`src/rtl/apb_req_master.sv`:
```
// -----------------------------------------------------------------------------
// apb_req_master
//
// Converts a valid/ready request into a single APB3/APB4 transfer and returns
// the result on a valid/ready response channel. Only one transfer is in flight
// at a time. An optional ACCESS-phase watchdog aborts transfers to slaves that
// never assert pready.
//
// State | Meaning
// ------+-------------------------------------------------------------
// IDLE  | ready for a request; APB bus idle, req_ready_o=1
// SETUP | APB setup phase: psel=1, penable=0 (one cycle)
// ACCESS| APB access phase: psel=1, penable=1 until pready or timeout
// RESP  | response presented (rsp_valid_o=1) until rsp_ready_i
//
// Parameters:
//   ADDR_WIDTH     request / APB address width
//   DATA_WIDTH     data width (multiple of 8)
//   TIMEOUT_CYCLES ACCESS-phase cycle limit, 0 disables the watchdog
//
// Ports:
//   pclk_i, preset_ni          clock, async active-low reset
//   req_valid_i / req_ready_o  request handshake
//   req_addr_i, req_write_i, req_wdata_i, req_strb_i, req_prot_i  payload
//   rsp_valid_o / rsp_ready_i  response handshake
//   rsp_rdata_o, rsp_err_o, rsp_timeout_o                        response
//   paddr_o, pprot_o, psel_o, penable_o, pwrite_o, pwdata_o, pstrb_o  APB out
//   pready_i, prdata_i, pslverr_i                                   APB in
// -----------------------------------------------------------------------------
module apb_req_master #(
  parameter int ADDR_WIDTH     = 32,
  parameter int DATA_WIDTH     = 32,
  parameter int TIMEOUT_CYCLES = 0
) (
  input  logic                    pclk_i,
  input  logic                    preset_ni,
  input  logic                    req_valid_i,
  output logic                    req_ready_o,
  input  logic [ADDR_WIDTH-1:0]   req_addr_i,
  input  logic                    req_write_i,
  input  logic [DATA_WIDTH-1:0]   req_wdata_i,
  input  logic [DATA_WIDTH/8-1:0] req_strb_i,
  input  logic [2:0]              req_prot_i,
  output logic                    rsp_valid_o,
  input  logic                    rsp_ready_i,
  output logic [DATA_WIDTH-1:0]   rsp_rdata_o,
  output logic                    rsp_err_o,
  output logic                    rsp_timeout_o,
  output logic [ADDR_WIDTH-1:0]   paddr_o,
  output logic [2:0]              pprot_o,
  output logic                    psel_o,
  output logic                    penable_o,
  output logic                    pwrite_o,
  output logic [DATA_WIDTH-1:0]   pwdata_o,
  output logic [DATA_WIDTH/8-1:0] pstrb_o,
  input  logic                    pready_i,
  input  logic [DATA_WIDTH-1:0]   prdata_i,
  input  logic                    pslverr_i
);

  localparam int STRB_WIDTH = DATA_WIDTH / 8;
  localparam bit TO_EN      = (TIMEOUT_CYCLES > 0);
  // Counter is sized to hold T; it shrinks to a single unused bit when the
  // watchdog is disabled.
  localparam int TW         = TO_EN ? $clog2(TIMEOUT_CYCLES + 1) : 1;
  // Counter value seen during the T-th ACCESS cycle (counts 0..T-1).
  localparam logic [TW-1:0] TLIM = TW'(TO_EN ? TIMEOUT_CYCLES - 1 : 0);

  typedef enum logic [1:0] {
    S_IDLE   = 2'd0,
    S_SETUP  = 2'd1,
    S_ACCESS = 2'd2,
    S_RESP   = 2'd3
  } state_t;

  state_t r_state;
  state_t w_state_nxt;
  logic   w_accept;
  logic   w_done;
  logic   w_timeout;

  logic [ADDR_WIDTH-1:0] r_addr;
  logic [2:0]            r_prot;
  logic                  r_write;
  logic [DATA_WIDTH-1:0] r_wdata;
  logic [STRB_WIDTH-1:0] r_strb;

  logic [TW-1:0]         r_tcnt;

  logic [DATA_WIDTH-1:0] r_rdata;
  logic                  r_err;
  logic                  r_timeout;

  // ---------------------------------------------------------------------------
  // FSM
  // ---------------------------------------------------------------------------
  always_ff @(posedge pclk_i or negedge preset_ni) begin
    if (!preset_ni) begin
      r_state <= S_IDLE;
    end else begin
      r_state <= w_state_nxt;
    end
  end

  always_comb begin
    w_state_nxt = r_state;
    w_accept    = 1'b0;
    w_done      = 1'b0;
    w_timeout   = 1'b0;
    case (r_state)
      S_IDLE: begin
        if (req_valid_i) begin
          w_accept    = 1'b1;
          w_state_nxt = S_SETUP;
        end
      end
      S_SETUP: begin
        w_state_nxt = S_ACCESS;
      end
      S_ACCESS: begin
        // pready wins over the watchdog when both land in the same cycle.
        if (pready_i) begin
          w_done      = 1'b1;
          w_state_nxt = S_RESP;
        end else if (TO_EN && (r_tcnt == TLIM)) begin
          w_timeout   = 1'b1;
          w_state_nxt = S_RESP;
        end
      end
      S_RESP: begin
        if (rsp_ready_i) begin
          w_state_nxt = S_IDLE;
        end
      end
      default: begin
        w_state_nxt = S_IDLE;
      end
    endcase
  end

  // Decoded straight from the state register so reset clears them without
  // waiting for a clock edge.
  assign req_ready_o = (r_state == S_IDLE);
  assign psel_o      = (r_state == S_SETUP) || (r_state == S_ACCESS);
  assign penable_o   = (r_state == S_ACCESS);
  assign rsp_valid_o = (r_state == S_RESP);

  // ---------------------------------------------------------------------------
  // Request payload: loaded only on acceptance, so it holds through the
  // transfer and keeps its last value in IDLE/RESP.
  // ---------------------------------------------------------------------------
  always_ff @(posedge pclk_i or negedge preset_ni) begin
    if (!preset_ni) begin
      r_addr  <= '0;
      r_prot  <= '0;
      r_write <= 1'b0;
      r_wdata <= '0;
      r_strb  <= '0;
    end else if (w_accept) begin
      r_addr  <= req_addr_i;
      r_prot  <= req_prot_i;
      r_write <= req_write_i;
      r_wdata <= req_wdata_i;
      r_strb  <= req_strb_i;
    end
  end

  assign paddr_o  = r_addr;
  assign pprot_o  = r_prot;
  assign pwrite_o = r_write;
  assign pwdata_o = r_wdata;
  assign pstrb_o  = r_strb;

  // ---------------------------------------------------------------------------
  // ACCESS watchdog: cleared in SETUP so it starts at 0 on ACCESS entry;
  // saturates instead of wrapping.
  // ---------------------------------------------------------------------------
  always_ff @(posedge pclk_i or negedge preset_ni) begin
    if (!preset_ni) begin
      r_tcnt <= '0;
    end else if (r_state == S_SETUP) begin
      r_tcnt <= '0;
    end else if ((r_state == S_ACCESS) && !pready_i && (r_tcnt != '1)) begin
      r_tcnt <= r_tcnt + 1'b1;
    end
  end

  // ---------------------------------------------------------------------------
  // Response capture
  // ---------------------------------------------------------------------------
  always_ff @(posedge pclk_i or negedge preset_ni) begin
    if (!preset_ni) begin
      r_rdata   <= '0;
      r_err     <= 1'b0;
      r_timeout <= 1'b0;
    end else if (w_done) begin
      r_rdata   <= r_write ? '0 : prdata_i;
      r_err     <= pslverr_i;
      r_timeout <= 1'b0;
    end else if (w_timeout) begin
      r_rdata   <= '0;
      r_err     <= 1'b1;
      r_timeout <= 1'b1;
    end
  end

  assign rsp_rdata_o   = r_rdata;
  assign rsp_err_o     = r_err;
  assign rsp_timeout_o = r_timeout;

endmodule

```
`config.mk`:
```
export PLATFORM = sky130hd
export DESIGN_NAME = apb_req_master
export DESIGN_NICKNAME = d
export VERILOG_FILES = /design/src/rtl/apb_req_master.sv
export SDC_FILE = /design/constraint.sdc
export NUM_CORES = 1
export LEC_CHECK = 0
export CAP_MARGIN = 20
export CORE_UTILIZATION = 30
export CTS_BUF_LIST = sky130_fd_sc_hd__clkbuf_16
export DETAILED_ROUTE_END_ITERATION = 10
export SKIP_CTS_REPAIR_TIMING = 1
export SLEW_MARGIN = 5
export SYNTH_ARGS = -nofsm -noshare
export SYNTH_HDL_FRONTEND = slang
export SYNTH_SLANG_ARGS = --single-unit
```
`constraint.sdc`:
```
create_clock -name pclk_i -period 2.1 [get_ports pclk_i]
set_clock_uncertainty 0.15 [all_clocks]
set_input_delay 0.315 -clock pclk_i [delete_from_list [all_inputs] [get_ports pclk_i]]
set_output_delay 0.315 -clock pclk_i [all_outputs]
set_load 0.1 [all_outputs]
```
==> results of run 1 <==
## per-layer routing
layer  up-vias  share of wire, %  wire [um]
met5         -                 0          0
li1       1467                 -          -
met1      1447                43       4400
met4         0               1.4        147
met2       123                48       4980
met3        11               7.4        764
## cells by family (layout without fill, tap and decap cells)
| family | Yosys count | in the layout | synth area share (%) |
|---|---|---|---|
| compound gates | 33 | 33 | 4.09 |
| flops | 107 | 107 | 64.3 |
| fa+ha+maj | 3 | 3 | 0.902 |
| simple gates | 67 | 67 | 7.96 |
| buf+inv | 23 | 248 | 2.40 |
| mux | 75 | 75 | 20.3 |
| other cells | 1 | 1 | 0.0901 |
## worst paths after layout
kind | start | endpoint | slack, ps
setup / recovery | r_state[1]$_DFFE_PN0P_ | psel_o | 310
hold / removal | preset_ni | pwdata_o[24]$_DFFE_PN0P_ | 270
setup reg to reg | r_state[0]$_DFFE_PN0P_ | r_state[1]$_DFFE_PN0P_ | 320
hold reg to reg | rsp_rdata_o[4]$_DFFE_PN0P_ | rsp_rdata_o[4]$_DFFE_PN0P_ | 330
max in group asynchronous | preset_ni | paddr_o[30]$_DFFE_PN0P_ | 910
min in group pclk_i | rsp_rdata_o[4]$_DFFE_PN0P_ | rsp_rdata_o[4]$_DFFE_PN0P_ | 330
## placed cells by master (no fill, tap or decap), drive strengths merged
cell type	synthesis	layout
buf	10	118
clkdlybuf4s50	0	108
dfrtp	107	107
mux2	74	74
nand2	34	34
nand2b	32	32
o21ai	32	32
clkbuf	8	9
inv	5	7
clkinv	0	5
ha	3	3
nor2	1	1
a222oi	1	1
mux2i	1	1
conb	1	1
dlygate4sd3	0	1
## registers in the layout, summed over array words and instances (netlist names)
name / cells
rsp_rdata_o: 32
pprot_o: 3
pstrb_o: 4
rsp_err_o: 1
pwrite_o: 1
pwdata_o: 32
paddr_o: 32
r_state: 2
## stage by stage
stage	instances	hold slack [ps]	cell area (um2)	setup WS, ps	util, %
final	710	267	6640	308	49.5
after floorplan	309	-131	4170	2.68	-
after global placement	693	78.6	6370	140	47.6
after CTS	709	-290	6630	282	49.4
after global routing	710	302	6640	228	49.5
after detailed placement	693	87.4	6370	99.0	47.6
## area by class of cell
| cell class | count | area (um2) | share of cell area [%] |
|---|---|---|---|
| Clock inverter | 7 | 27.5 | 0.415 |
| Timing Repair Buffer | 227 | 2060 | 31.1 |
| Multi-Input combinational cell | 179 | 1400 | 21.1 |
| Tap cell | 176 | 220 | 3.32 |
| Sequential cell | 107 | 2680 | 40.4 |
| Clock buffer | 9 | 225 | 3.39 |
| Inverter | 5 | 18.8 | 0.283 |
==> impl_metrics.tcl, run 1 <==
set metrics [dict create \
    outcome "complete, no violations" \
    maxCapViolations 0 \
    cts-buffers-inserted 9 \
    rsz0062_at_grt "no" \
    ys_top_cells_by_count "dfrtp_1, mux2_2, nand2_1" \
    core.rowCount 42 \
    period_share_pct 85.3 \
    path_depth 3 \
    grt_max_degree 65 \
    synth_top_area_cell "dfrtp_1" \
    gp_congestion 0.693 \
    grt_overflow 0 \
    ys_warn_count 0 \
    hold_viol 0 \
    crit_path_end_kind "primary output" \
    setup-tns-final_ps 0 \
    ant_nets 0 \
    cp.required_ps 1630 \
    fillers 1213 \
    grt_pass1_wl_um 16100 \
    relSlewSlack_pct 64.6 \
    grt_pass1_vias 3118 \
    cp_max_fo 4 \
    clock_latency_ps 330 \
    synth-edff-count 0 \
    die-area_um2 14400 \
    synthFlopType "dfrtp_1" \
    worst_slew_pin_slew_ps 531 \
    io_buffers 218 \
    wirelength_um 10300 \
    synthCells 309 \
    syn_area_um2 4160 \
    arrival_ps 1330 \
    gr-usage-met3_pct 4.13 \
    clk_pin_slew_ps 70 \
    rr_worst_depth 4 \
    met2_usage_pct 23.7 \
    synthTopCellsByArea "dfrtp_1, mux2_2, nand2b_1, o21ai_0, nand2_1" \
    drt-initial-drc-count 60 \
    clock-sinks 107 \
    nNetsFinal 642 \
    crit_family "flip-flops" \
    ys_ff_latch 107 \
    die_height_um 120 \
    fmax_mhz 558 \
    drt_first_pass_iters 4 \
    ys_seq_area_share_pct 64.3 \
    syn_area_per_cell_um2 13.5 \
    cts_tree "built" \
    path_cells "inv_1, ha_2, buf_12" \
    cts_buffer_depth 2 \
    grt_usage_pct 14.5 \
    slowest_stage "dfrtp_1" \
    grt_busiest_layer "met2" \
    diodes 0 \
    vias 3048 \
    core_um2 13400 \
    slowest_delay_ps 390 \
    areaGrowthSynthToFinish_pct 59.3 \
    cp_num_buf_inv 2 \
    initial_utilization_pct 31.1 \
    syn_nets 422 \
    drive_gt1_share_pct 38.4 \
    synth_cell_types 16 \
    viasPerCell 4.29 \
    place_hpwl_um 7700 \
    finalCriticalPeriod_ps 1790 \
    drv_slew 0 \
    cp-start-kind "register" \
    gr-usage-met1_pct 18.3 \
    path_class "register to primary output" \
    die_x_um 120 \
    setup_viol 0 \
    wl_per_cell_um 14.5 \
    synth.most_common_cell "dfrtp_1" \
    boundaryPins 220 \
    cts_root_buffer "clkbuf_16" \
    synth_top_area_share_pct 64.3 \
    remaining_drc_errors 0 \
    async_reset_ff_share_pct 100 \
    htreeDepth 3 \
    hp-class "input pin to async pin" \
    antenna_found_initial 0 \
]
Power of run 1 is not shown: default switching activity piles up to over one toggle a cycle in this logic, so the estimate is an artifact.
==> run 2, diff against run 1 <==
--- a/config.mk
+++ b/config.mk
@@ -5,12 +5,14 @@
 export SDC_FILE = /design/constraint.sdc
 export NUM_CORES = 1
 export LEC_CHECK = 0
+export ABC_AREA = 1
 export CAP_MARGIN = 20
 export CORE_UTILIZATION = 30
 export CTS_BUF_LIST = sky130_fd_sc_hd__clkbuf_16
 export DETAILED_ROUTE_END_ITERATION = 10
+export MAX_ROUTING_LAYER = met4
 export SKIP_CTS_REPAIR_TIMING = 1
-export SLEW_MARGIN = 5
+export SLEW_MARGIN = 20
 export SYNTH_ARGS = -nofsm -noshare
 export SYNTH_HDL_FRONTEND = slang
 export SYNTH_SLANG_ARGS = --single-unit
==> run 2 against run 1 <==
Die area increased by 19%. Fmax shrank 8.0%. Final area grew 8.9%. Global-route usage increased by 0.78 points. Clock-buffer cell count unchanged. Non-clock buffer count unchanged. Final cell count rose by 27%. Setup slack got worse by 160 ps. First-iteration DRC count grew to 2.6 times the previous value. Largest cell class unchanged.
==> impl_metrics.tcl, run 2 <==
set metrics [dict create \
    fmax_mhz 514 \
    rsz0062_at_grt "no" \
    setup-tns-final_ps 0 \
    syn_nets 593 \
    cts_root_buffer "clkbuf_16" \
    synthTopCellsByArea "dfrtp_1, nand2_1, nand3_2, buf_12, o21ai_2" \
    r2r_end "pwrite_o$_DFFE_PN0P_" \
    synth-edff-count 0 \
    ys_ff_latch 107 \
    place_hpwl_um 8870 \
    syn_area_per_cell_um2 10.4 \
    nNetsFinal 797 \
    finalCriticalPeriod_ps 1950 \
    die_x_um 131 \
    hp-class "input pin to register" \
    r2r_setup_slack_ps 390 \
    slowest_delay_ps 400 \
    ys_warn_count 0 \
    drt_first_pass_iters 4 \
    final_cell_mix "nand2_1, buf_4, clkdlybuf4s50_1, dfrtp_1, nand3_2" \
    ys_seq_area_share_pct 53.7 \
    synth_top_area_cell "dfrtp_1" \
    die-area_um2 17100 \
    core_um2 16100 \
    drt-initial-drc-count 154 \
    hold_end "pwdata_o[4]$_DFFE_PN0P_" \
    synthCells 480 \
    maxCapViolations 0 \
    wirelength_um 12600 \
    viasPerCell 4.36 \
    clock-sinks 107 \
    grt_pass1_vias 3944 \
    core.rowCount 46 \
    async_reset_ff_share_pct 100 \
    synth_cell_types 21 \
    grt_max_degree 108 \
    ys_top_cells_by_count "nand2_1, dfrtp_1, nand3_2" \
    cp_max_fo 16 \
    htreeDepth 3 \
    die_height_um 131 \
    synthFlopType "dfrtp_1" \
    timing.rr.start "r_state[0]$_DFFE_PN0P_" \
    boundaryPins 220 \
    grt_overflow 0 \
    syn_area_um2 4980 \
    arrival_ps 1480 \
    final_common_cell "nand2_1" \
    cp.required_ps 1630 \
    slowest_stage "dfrtp_1" \
    relSlewSlack_pct 60.3 \
    path_class "register to primary output" \
    diodes 0 \
    drv_slew 0 \
    worst_slew_pin_slew_ps 595 \
    hold_start "req_valid_i" \
    hold_slack_ps 233 \
    ant_nets 0 \
    fillers 1554 \
    cts_buffer_depth 2 \
    remaining_drc_errors 0 \
    hold_viol 0 \
    wl_per_cell_um 13.9 \
    antenna_found_initial 0 \
    grt_pass1_wl_um 19600 \
    cts_tree "built" \
    period_share_pct 92.7 \
    grt_usage_pct 15.3 \
    vias 3947 \
    cts-buffers-inserted 9 \
    gp_congestion 0.726 \
    whs_path_depth 3 \
    setup_viol 0 \
    outcome "complete, no violations" \
    crit_path_end_kind "primary output" \
    io_buffers 218 \
    path_cells "inv_1, ha_4, buf_12" \
    rr_worst_depth 6 \
    clock_latency_ps 340 \
    initial_utilization_pct 31.0 \
    clk_pin_slew_ps 70 \
    drive_gt1_share_pct 33.2 \
    cp-start-kind "register" \
    areaGrowthSynthToFinish_pct 45.0 \
    synth.most_common_cell "nand2_1" \
    synth_top_area_share_pct 53.7 \
]
[run 2: cell types whose count changed after synthesis, moves of 17 or more]
| cell | change |
|---|---|
| mux2_2 | -73 |
| nand2_1 | +182 |
| nand2b_1 | -32 |
| nand3_2 | +71 |
| o21ai_0 | -29 |
| o21ai_2 | +17 |
[run 2: per-stage QoR]
step / setup WS [ps] / instances / cell area (um2) / util [%]
5_1_grt: 71.3 / 905 / 7230 / 45.0
3_5_place_dp: 408 / 888 / 6940 / 43.2
3_3_place_gp: 452 / 888 / 6940 / 43.2
4_1_cts: 109 / 904 / 7220 / 44.9
2_1_floorplan: 227 / 480 / 4990 / -
6_report: 153 / 905 / 7230 / 45.0
[run 2: cell families after synthesis]
family / Yosys count / synth area share, %
AOI/OAI and AO/OA: 33 / 4.59
adders and majority gates: 3 / 0.753
buffers and inverters: 42 / 9.36
DFF: 107 / 53.7
other: 1 / 0.0752
and+or+nand+nor: 294 / 31.5
[run 2: critical path: cells and delay by family (launching register included)]
family,cells,cell delay [ps]
buffers and inverters,2,360
flip-flops,1,400
adder cells (fa/ha/maj),1,370
[run 2: how the worst max path moves through the flow]
| stage | from | to | slack [ps] | depth (start not counted) |
|---|---|---|---|---|
| CTS | r_state[0]$_DFFE_PN0P_ | req_ready_o | 110 | 3 |
| global placement | r_state[0]$_DFFE_PN0P_ | pwrite_o$_DFFE_PN0P_ | 450 | 6 |
| finish | r_state[0]$_DFFE_PN0P_ | req_ready_o | 150 | 3 |
| global route | r_state[0]$_DFFE_PN0P_ | req_ready_o | 70 | 3 |
| floorplan | r_state[0]$_DFFE_PN0P_ | rsp_rdata_o[11]$_DFFE_PN0P_ | 230 | 7 |
| detailed placement | r_state[0]$_DFFE_PN0P_ | pwrite_o$_DFFE_PN0P_ | 410 | 6 |
[run 2: area by class of cell]
type	count	area (um2)	area share [%]
multi-input cells	331	1860	25.7
clock inverters	7	53.8	0.744
flip-flops and latches	107	2680	37.0
well taps	216	270	3.74
inverters	8	30.0	0.416
repair buffers	227	2110	29.2
clock buffers	9	225	3.12
[run 2: routing by layer]
metal,share of wire (%),global-route usage (%)
met5,0,-
met1,43,19.1
met3,7.0,3.91
met2,48,24.1
met4,1.4,5.48
Power of run 2 is left out for the same reason.
